<file path="src/rtl/decode_sequencer.sv">
// decode_sequencer: owns the shared bitstream shifter and hands it between
// the header decoder, the slice decoder and its own start-code scan.
// Tracks picture/sequence ends, counts pictures and aborts hung sub-decoders.
module decode_sequencer #(
  parameter logic [19:0] WATCHDOG_CYCLES = 20'hFFFFF
) (
  input  logic        clock,
  input  logic        resetn,
  input  logic        Start_Decode_I,
  input  logic        Stop_Decode_I,
  input  logic [31:0] Data_In_I,
  input  logic        Byte_Allign_I,
  input  logic        Shift_Busy_I,
  output logic        Start_Header_Decode_O,
  input  logic        Done_Header_Decode_I,
  input  logic        Hdr_Shift_1_En_I,
  input  logic        Hdr_Shift_8_En_I,
  output logic        Slice_Start_O,
  input  logic        Slice_Done_I,
  input  logic        Slc_Shift_1_En_I,
  input  logic        Slc_Shift_8_En_I,
  output logic        Shift_1_En_O,
  output logic        Shift_8_En_O,
  output logic        Picture_Done_O,
  output logic [15:0] Picture_Count_O,
  output logic        Seq_End_O,
  output logic        Error_O
);

  typedef enum logic [2:0] {
    IDLE,
    HDR_START,
    HDR_WAIT,
    SLICE_START,
    SLICE_WAIT,
    SCAN,
    PIC_END
  } state_t;

  typedef enum logic [1:0] {
    OWN_NONE,
    OWN_HDR,
    OWN_SLC
  } owner_t;

  state_t      state;
  state_t      next_state;
  owner_t      owner;
  owner_t      next_owner;
  logic        guard;
  logic [19:0] wd_cnt;
  logic        in_wait;
  logic        wd_expired;

  logic        is_start_code;
  logic        is_slice_code;
  logic        is_seq_end;

  logic        start_hdr;
  logic        fire_slice;
  logic        fire_pic;
  logic        set_seq_end;
  logic        set_error;
  logic        clear_sticky;

  logic        slice_start_q;
  logic        pic_done_q;
  logic [15:0] pic_count;
  logic        seq_end_q;
  logic        error_q;

  assign is_start_code = (Data_In_I[31:8] == 24'h000001);
  assign is_slice_code = is_start_code &&
                         (Data_In_I[7:0] >= 8'h01) &&
                         (Data_In_I[7:0] <= 8'hAF);
  assign is_seq_end    = (Data_In_I == 32'h000001B7);

  assign in_wait    = (state == HDR_WAIT) || (state == SLICE_WAIT);
  assign wd_expired = ((wd_cnt + 20'd1) == WATCHDOG_CYCLES);

  // Next-state, next-owner and one-cycle event decode; Stop overrides everything
  always_comb begin
    next_state   = state;
    next_owner   = owner;
    start_hdr    = 1'b0;
    fire_slice   = 1'b0;
    fire_pic     = 1'b0;
    set_seq_end  = 1'b0;
    set_error    = 1'b0;
    clear_sticky = 1'b0;
    if (Stop_Decode_I) begin
      next_state = IDLE;
      next_owner = OWN_NONE;
    end else begin
      case (state)
        IDLE: begin
          if (Start_Decode_I) begin
            clear_sticky = 1'b1;
            next_state   = HDR_START;
          end
        end
        HDR_START: begin
          start_hdr  = 1'b1;
          next_owner = OWN_HDR;
          next_state = HDR_WAIT;
        end
        HDR_WAIT: begin
          if (guard && Done_Header_Decode_I) begin
            next_owner = OWN_NONE;
            next_state = SLICE_START;
          end else if (wd_expired) begin
            set_error  = 1'b1;
            next_owner = OWN_NONE;
            next_state = IDLE;
          end
        end
        SLICE_START: begin
          if (is_slice_code) begin
            fire_slice = 1'b1;
            next_owner = OWN_SLC;
            next_state = SLICE_WAIT;
          end else begin
            next_state = SCAN;
          end
        end
        SLICE_WAIT: begin
          if (Slice_Done_I) begin
            next_owner = OWN_NONE;
            next_state = SCAN;
          end else if (wd_expired) begin
            set_error  = 1'b1;
            next_owner = OWN_NONE;
            next_state = IDLE;
          end
        end
        SCAN: begin
          if (is_slice_code) begin
            next_state = SLICE_START;
          end else if (is_start_code) begin
            fire_pic   = 1'b1;
            next_state = PIC_END;
          end
        end
        PIC_END: begin
          if (is_seq_end) begin
            set_seq_end = 1'b1;
            next_state  = IDLE;
          end else begin
            next_state = HDR_START;
          end
        end
        default: begin
          next_state = IDLE;
          next_owner = OWN_NONE;
        end
      endcase
    end
  end

  // Shifter mux: the registered owner passes its requests; with no owner only SCAN shifts
  always_comb begin
    Shift_1_En_O = 1'b0;
    Shift_8_En_O = 1'b0;
    case (owner)
      OWN_HDR: begin
        Shift_1_En_O = Hdr_Shift_1_En_I;
        Shift_8_En_O = Hdr_Shift_8_En_I;
      end
      OWN_SLC: begin
        Shift_1_En_O = Slc_Shift_1_En_I;
        Shift_8_En_O = Slc_Shift_8_En_I;
      end
      default: begin
        if ((state == SCAN) && !Stop_Decode_I && !is_start_code && !Shift_Busy_I) begin
          if (Byte_Allign_I) begin
            Shift_8_En_O = 1'b1;
          end else begin
            Shift_1_En_O = 1'b1;
          end
        end
      end
    endcase
  end

  // State and shifter-owner registers
  always_ff @(posedge clock or negedge resetn) begin
    if (!resetn) begin
      state <= IDLE;
      owner <= OWN_NONE;
    end else begin
      state <= next_state;
      owner <= next_owner;
    end
  end

  // Guard masks a stale header Done during the first HDR_WAIT cycle
  always_ff @(posedge clock or negedge resetn) begin
    if (!resetn) begin
      guard <= 1'b0;
    end else begin
      guard <= (state == HDR_WAIT) && (next_state == HDR_WAIT);
    end
  end

  // Watchdog counts cycles spent in either wait state, zero elsewhere
  always_ff @(posedge clock or negedge resetn) begin
    if (!resetn) begin
      wd_cnt <= 20'd0;
    end else if (in_wait) begin
      wd_cnt <= wd_cnt + 20'd1;
    end else begin
      wd_cnt <= 20'd0;
    end
  end

  // Registered slice-start and picture-done pulses plus the picture counter
  always_ff @(posedge clock or negedge resetn) begin
    if (!resetn) begin
      slice_start_q <= 1'b0;
      pic_done_q    <= 1'b0;
      pic_count     <= 16'd0;
    end else begin
      slice_start_q <= fire_slice;
      pic_done_q    <= fire_pic;
      if (fire_pic) begin
        pic_count <= pic_count + 16'd1;
      end
    end
  end

  // Sticky sequence-end and error flags, cleared when a new decode starts
  always_ff @(posedge clock or negedge resetn) begin
    if (!resetn) begin
      seq_end_q <= 1'b0;
      error_q   <= 1'b0;
    end else if (clear_sticky) begin
      seq_end_q <= 1'b0;
      error_q   <= 1'b0;
    end else begin
      if (set_seq_end) begin
        seq_end_q <= 1'b1;
      end
      if (set_error) begin
        error_q <= 1'b1;
      end
    end
  end

  assign Start_Header_Decode_O = start_hdr;
  assign Slice_Start_O         = slice_start_q;
  assign Picture_Done_O        = pic_done_q;
  assign Picture_Count_O       = pic_count;
  assign Seq_End_O             = seq_end_q;
  assign Error_O               = error_q;

endmodule

</file>
<file path="config.mk">
export PLATFORM = sky130hd
export DESIGN_NAME = decode_sequencer
export DESIGN_NICKNAME = d
export VERILOG_FILES = /design/src/rtl/decode_sequencer.sv
export SDC_FILE = /design/constraint.sdc
export NUM_CORES = 1
export LEC_CHECK = 0
export ABC_AREA = 1
export ABC_CLOCK_PERIOD_IN_PS = 2750
export CORE_ASPECT_RATIO = 0.75
export CORE_UTILIZATION = 47
export DETAILED_ROUTE_END_ITERATION = 8
export DONT_BUFFER_PORTS = 1
export GPL_TIMING_DRIVEN = 0
export PLACE_DENSITY = 0.7
export SLEW_MARGIN = 10
export SYNTH_ARGS = -nofsm -noshare
export SYNTH_HDL_FRONTEND = slang
export SYNTH_SLANG_ARGS = --single-unit
export TNS_END_PERCENT = 1
</file>
<file path="constraint.sdc">
create_clock -name clock -period 2.75 [get_ports clock]
set_clock_uncertainty 0.2 [all_clocks]
set_input_delay 0.275 -clock clock [delete_from_list [all_inputs] [get_ports clock]]
set_output_delay 0.275 -clock clock [all_outputs]
set_load 0.01 [all_outputs]
</file>
* After elaboration in Yosys (flattened, before gate mapping)
Index checks and enable logic that the tools add are counted.
Operators by class: equality and inequality tests 14, order comparisons 2, mux-type cells 47, add/sub/neg operators 2, reduce and logical (&&, ||, !) cells 16
Operator list (count):
- $eq A32 B9 Y1 const B | 1
- $mux W1 | 29
- $eq A24 B1 Y1 const B | 1
- $mux W3 | 7
- $pmux W3 S7 | 1
- $add A20 B1 Y20 const B | 1
- $eq A20 B20 Y1 const B | 1
- $mux W20 | 1
- $add A16 B1 Y16 const B | 1
- $mux W2 | 5
- $pmux W2 S5 | 1
- $eq A3 B2 Y1 const B | 3
- $eq A3 B3 Y1 const B | 3
- $ge A8 B1 Y1 const B | 1
- $le A8 B8 Y1 const B | 1
- $logic_and A1 B1 Y1 | 7
- $pmux W1 S2 | 3
- $reduce_bool A2 Y1 | 2
- $eq A3 B1 Y1 const B | 1
- $logic_not A1 Y1 | 3
- $logic_not A3 Y1 | 1
- $ne A3 B3 Y1 const B | 1
- $reduce_or A3 Y1 | 1
- $eq A2 B1 Y1 const B | 1
- 4 further kinds | 4
Storage, ports and cells: register bits after elaboration 46, output and inout bits 23, logic and storage cells 90, input port bits 44

* Logic depth before layout (Yosys ltp)
depth in word-level cells 8, mapped depth 16, mapped depth without buffers 16

* Worst setup path before layout
OpenSTA, ideal clock, no wires.
path kind register -> register, start point reg wd_cnt[0], end point reg owner[0], cell stages (with the launch flop) 14, buffers on the path 0, setup time 0.117 ns, path slack 0.754 ns, clock period less this slack 1.996 ns, data required time 2.433 ns, arrival time 1.679 ns, cell sequence dfrtp_1 ha_1 nand3_1 inv_1 nand2_1 xor2_1 nor2_1 nand3_1 nor3_2 nand3_1 nand2_1 nand2_1 nand2_1 nand2_1
On the way: cells in the longest elaborated chain, start to end 6, elaborated cells between the ends (all ways) 7, classes of those cells add/sub: 1; eq/ne: 1; mux: 5
Ends and longest elaborated chain:
- from (decl) | line 51 | logic [19:0] wd_cnt;
- from (signal assigned) | line 210 | wd_cnt <= wd_cnt + 20'd1;
- $add A20 B1 Y20 * | line 79 | assign wd_expired = ((wd_cnt + 20'd1) == WATCHDOG_CYCLES);
- $eq A20 B20 Y1 * | line 79
- $mux W2 *
- $mux W2 (on tied branches)
- $pmux W2 S5 *
- $mux W2 *
- to (signal assigned) | line 192 | owner <= next_owner;
- to (decl) | line 48 | owner_t owner;
Every way passes the cells marked *; elsewhere a longest branch is shown, timed or not. A chain may end at the register's enable or synchronous reset.

* Worst setup path after layout
start point reg state[1], end point out Shift_1_En_O
On the way: cells in the longest elaborated chain, start to end 6
Ends and longest elaborated chain:
- from (decl) | line 46 | state_t state;
- from (signal assigned) | line 191 | state <= next_state;
- $eq A3 B3 Y1 | line 174 | if ((state == SCAN) && !Stop_Decode_I && !is_start_code && !Shift_Busy_I) begin
- $logic_and A1 B1 Y1 (3 in a row) | line 174
- $mux W1 | line 174
- $pmux W1 S2 | line 164 | case (owner)
- to (decl) | line 22 | output logic Shift_1_En_O,
Every way passes these cells.

==> impl_results.md <==
* Final hold viol count at 0
* Max-slew violations at 0
* Crit. Startpoint: state[1]
* Syn_nets at between 400 and 500
* Critical path class: register to output port
* DRC Markers at 0
* Fillers at 583
* Share of post-route cells with drive strength above 1 at about 7.5%
* DR iter-0 viols at 202
* Slew HR at 64.0%
* RSZ-0062 raised after global routing: false
* Core area at 0.00595 mm^2
* Worst IR Drop VDD at 249 uV
* Die X at 93.6 um
* CTS tree: done
* CP max-delay cell: dfrtp_1
* FF+latch count, synth at 46
* Most frequent cell on the critical path: o21ai_0
* Sink Count at 46
* Nature of the critical path endpoint: output port
* Pre-antenna DRT Iters at 5
* Antenna Nets Post-Route at 0
* Final instance area at 0.00319 mm^2
* Worst path max stage delay at 440 ps
* Worst hold path class: input port to register
* Starting Density at 49.7%
* Via/cell ratio at 5.26
* Fmax at 392 MHz
* Largest net degree at the start of global routing at 47
* Compound-Gate Fraction of Synth Area at 5.63%
* Global Route Usage Sum at 21.5%
* Clock slew at the register clock pins of the worst setup and hold paths at around 90 ps
* Crit path max-delay family: simple AND/OR/NAND/NOR gates
* Adder-cell share of the synthesized area at 2.12%
* Post-synthesis mux area share at 0%
* Crit-path max FO at 6
* Seq/Total Area, Yosys at 38.9%
* Leakage at 1.38 nW
* Mapped cell area at approximately 0.0030 mm^2
* Nets@finish at 473
* CP required at 2280 ps
* Hpwl dp at roughly 5.2 mm
* Placed Area at 0.00306 mm^2
* Largest family of logic cells by synthesized area: simple AND/OR/NAND/NOR gates
* Worst-Margin Slew at about 540 ps
* Gr ovfl total at 0
* Port Buffers at 0
* Post-Syn Instances at slightly above 400
* Syn-to-layout area delta at 7.87%
* Top sig layer: met4
* Number of global-route vias before repair at 2473
* Placer Congestion at between 0.8 and 0.9
* Status: finished clean
* Period utilization at 92.8%
* Clk Latency, worst-skew pair at roughly 300 ps
* Crit-path cells: inv_1 -> nand2_1 -> nor2_2 -> o21ai_0 -> or3_1 -> o21ai_0 -> a21boi_1
* Ports at 67
* DP Worst Slack at 349 ps
* Wire per inst at around 13 um
* Worst reg2reg path startpoint: wd_cnt[0]
* PwrDens at ~380 mW/mm^2
* Wl on met1 at 3.28 mm
* Buffers & Inverters on Critical Path at 1
* Total power at 0.00122 W
* Synth Warn # at 0
* Syn avg cell area at around 7 um^2
* H-Tree Depth at 2
* Max-cap viol count at 0
* Number of antenna violations at the first check in global routing at 0
* First-pass GRT wire length at roughly 11 mm
* CTS Hold Bufs at 3
* Bufs on Longest Clock Path at 2
* Die height at a little over 70 um
* N_diodes at 0
* # Post-CTS Setup Buffers at 0
* R2R Setup Slk at 320 ps
* Worst setup margin at between 150 and 200 ps
* Tmin final at 2550 ps
* Min Hold Slack at approximately 21 ps
* Startpoint Class: register
* Core Rows at 24
* Number of setup violations in the final report at 0
* WL final at 6.71 mm
* Hold path startpoint: Start_Decode_I
* Setup tns final at 0 ps
* Synth cell types at 35
* Crit path DAT at 2080 ps
* WL met2 at 2.90 mm
* Post-Synth Simple-Gate Area at between 30% and 40%
* TritonCTS Buffers at 5
* Post-CTS sizing at 0
* Die area at 0.00662 mm^2
* CTS Root Cell: clkbuf_8
* Via count at 2648
* Synth Area in XOR/XNOR at 5.92%
* Routed wl met3 at 487 um
[cells by family (layout without fill, tap and decap cells)]
| group | count (synthesis) | in the layout |
|---|---|---|
| AO/OA/AOI/OAI | 29 | 29 |
| adder cells (fa/ha/maj) | 5 | 5 |
| flip-flops | 46 | 46 |
| AND/OR/NAND/NOR | 253 | 253 |
| XOR/XNOR | 20 | 20 |
| buffers and inverters | 61 | 72 |
[stage by stage]
stage                     util [%]  instances
after floorplan                  -        414
final                         53.7        503
after global routing          53.7        503
after global placement        51.4        492
after detailed placement      51.4        492
after CTS                     53.7        503
[state kept, by name, summed over array words and instances (netlist names)]
register         count
Picture_Done_O       1
wd_cnt              20
Error_O              1
Picture_Count_O     16
Seq_End_O            1
owner                2
state                3
Slice_Start_O        1
guard                1
[worst min-delay path: cells and delay by family]
family | cells | cell delay, ps
and+or+nand+nor | 2 | 100
AOI/OAI and AO/OA | 1 | 110
[layer usage]
layer / vias up / track usage (%)
li1: 1341 / -
met1: 1206 / 30.6
met2: 93 / 33.2
met3: 8 / 5.59
met4: 0 / 4.44
met5: - / 0
[power breakdown]
part	leakage, nW	total (W)	internal, W	switching (W)
sequential	0.615	0.000691	0.000683	0.00000770
combinational	0.717	0.000109	0.0000333	0.0000761
clock	0.0483	0.000419	0.000179	0.000239
total	1.38	0.00122	0.000895	0.000323
[final timing paths]
kind,endpoint,cells past startpoint
min in group asynchronous,wd_cnt[14],2
hold / removal,Error_O,3
hold reg to reg,owner[0],2
setup / recovery,Shift_1_En_O,7
max in group asynchronous,Picture_Count_O[2],2
setup reg to reg,owner[0],14
[cell usage in the layout (no fill, tap or decap), types with 2 or more instances in the layout]
| cell | n |
|---|---|
| nand2_1 | 101 |
| nor2_1 | 76 |
| inv_1 | 56 |
| dfrtp_1 | 46 |
| nand4_1 | 17 |
| nand3_1 | 14 |
| xor2_1 | 14 |
| a21oi_1 | 11 |
| nor3_1 | 11 |
| o21ai_0 | 9 |
| nor2_2 | 8 |
| xnor2_1 | 6 |
| nand3b_1 | 5 |
| nor4_1 | 5 |
| ha_1 | 5 |
| clkbuf_8 | 5 |
| clkbuf_1 | 3 |
| nand2_2 | 3 |
| nor3_2 | 3 |
| o21bai_1 | 2 |
| nor3b_1 | 2 |
| nor2_4 | 2 |
| nand2_4 | 2 |
| inv_6 | 2 |
| clkinv_2 | 2 |
| dlygate4sd3_1 | 2 |
[final cells by class]
class                           count  area (um^2)  area share [%]
Tap cell                           78         97.6            3.06
Clock buffer                        5         68.8            2.16
Sequential cell                    46         1150            36.1
Buffer                              3         11.3           0.353
Timing Repair Buffer                3         47.5            1.49
Multi-Input combinational cell    307         1570            49.3
Inverter                           58          223            6.98
Clock inverter                      3         18.8           0.588
[cells in the mapped netlist, drive strengths merged]
library cell	n	share of area, %
clkbuf	3	0.38
a22oi	1	0.25
o21ai	10	1.7
a21oi	11	1.9
nand3	15	2.7
a21boi	1	0.25
xnor2	6	1.8
nor3	15	3.4
nand4	17	3.6
nor2	86	12
nand2	106	14
nor4	6	1.5
a32oi	1	0.30
or3	1	0.21
o21bai	2	0.51
a211oi	1	0.25
xor2	14	4.1
dfrtp	46	39
nand3b	5	1.3
ha	5	2.1
a41oi	1	0.30
inv	58	7.5
nor3b	2	0.51
a31oi	1	0.21
(Power assumes the default switching activity.)
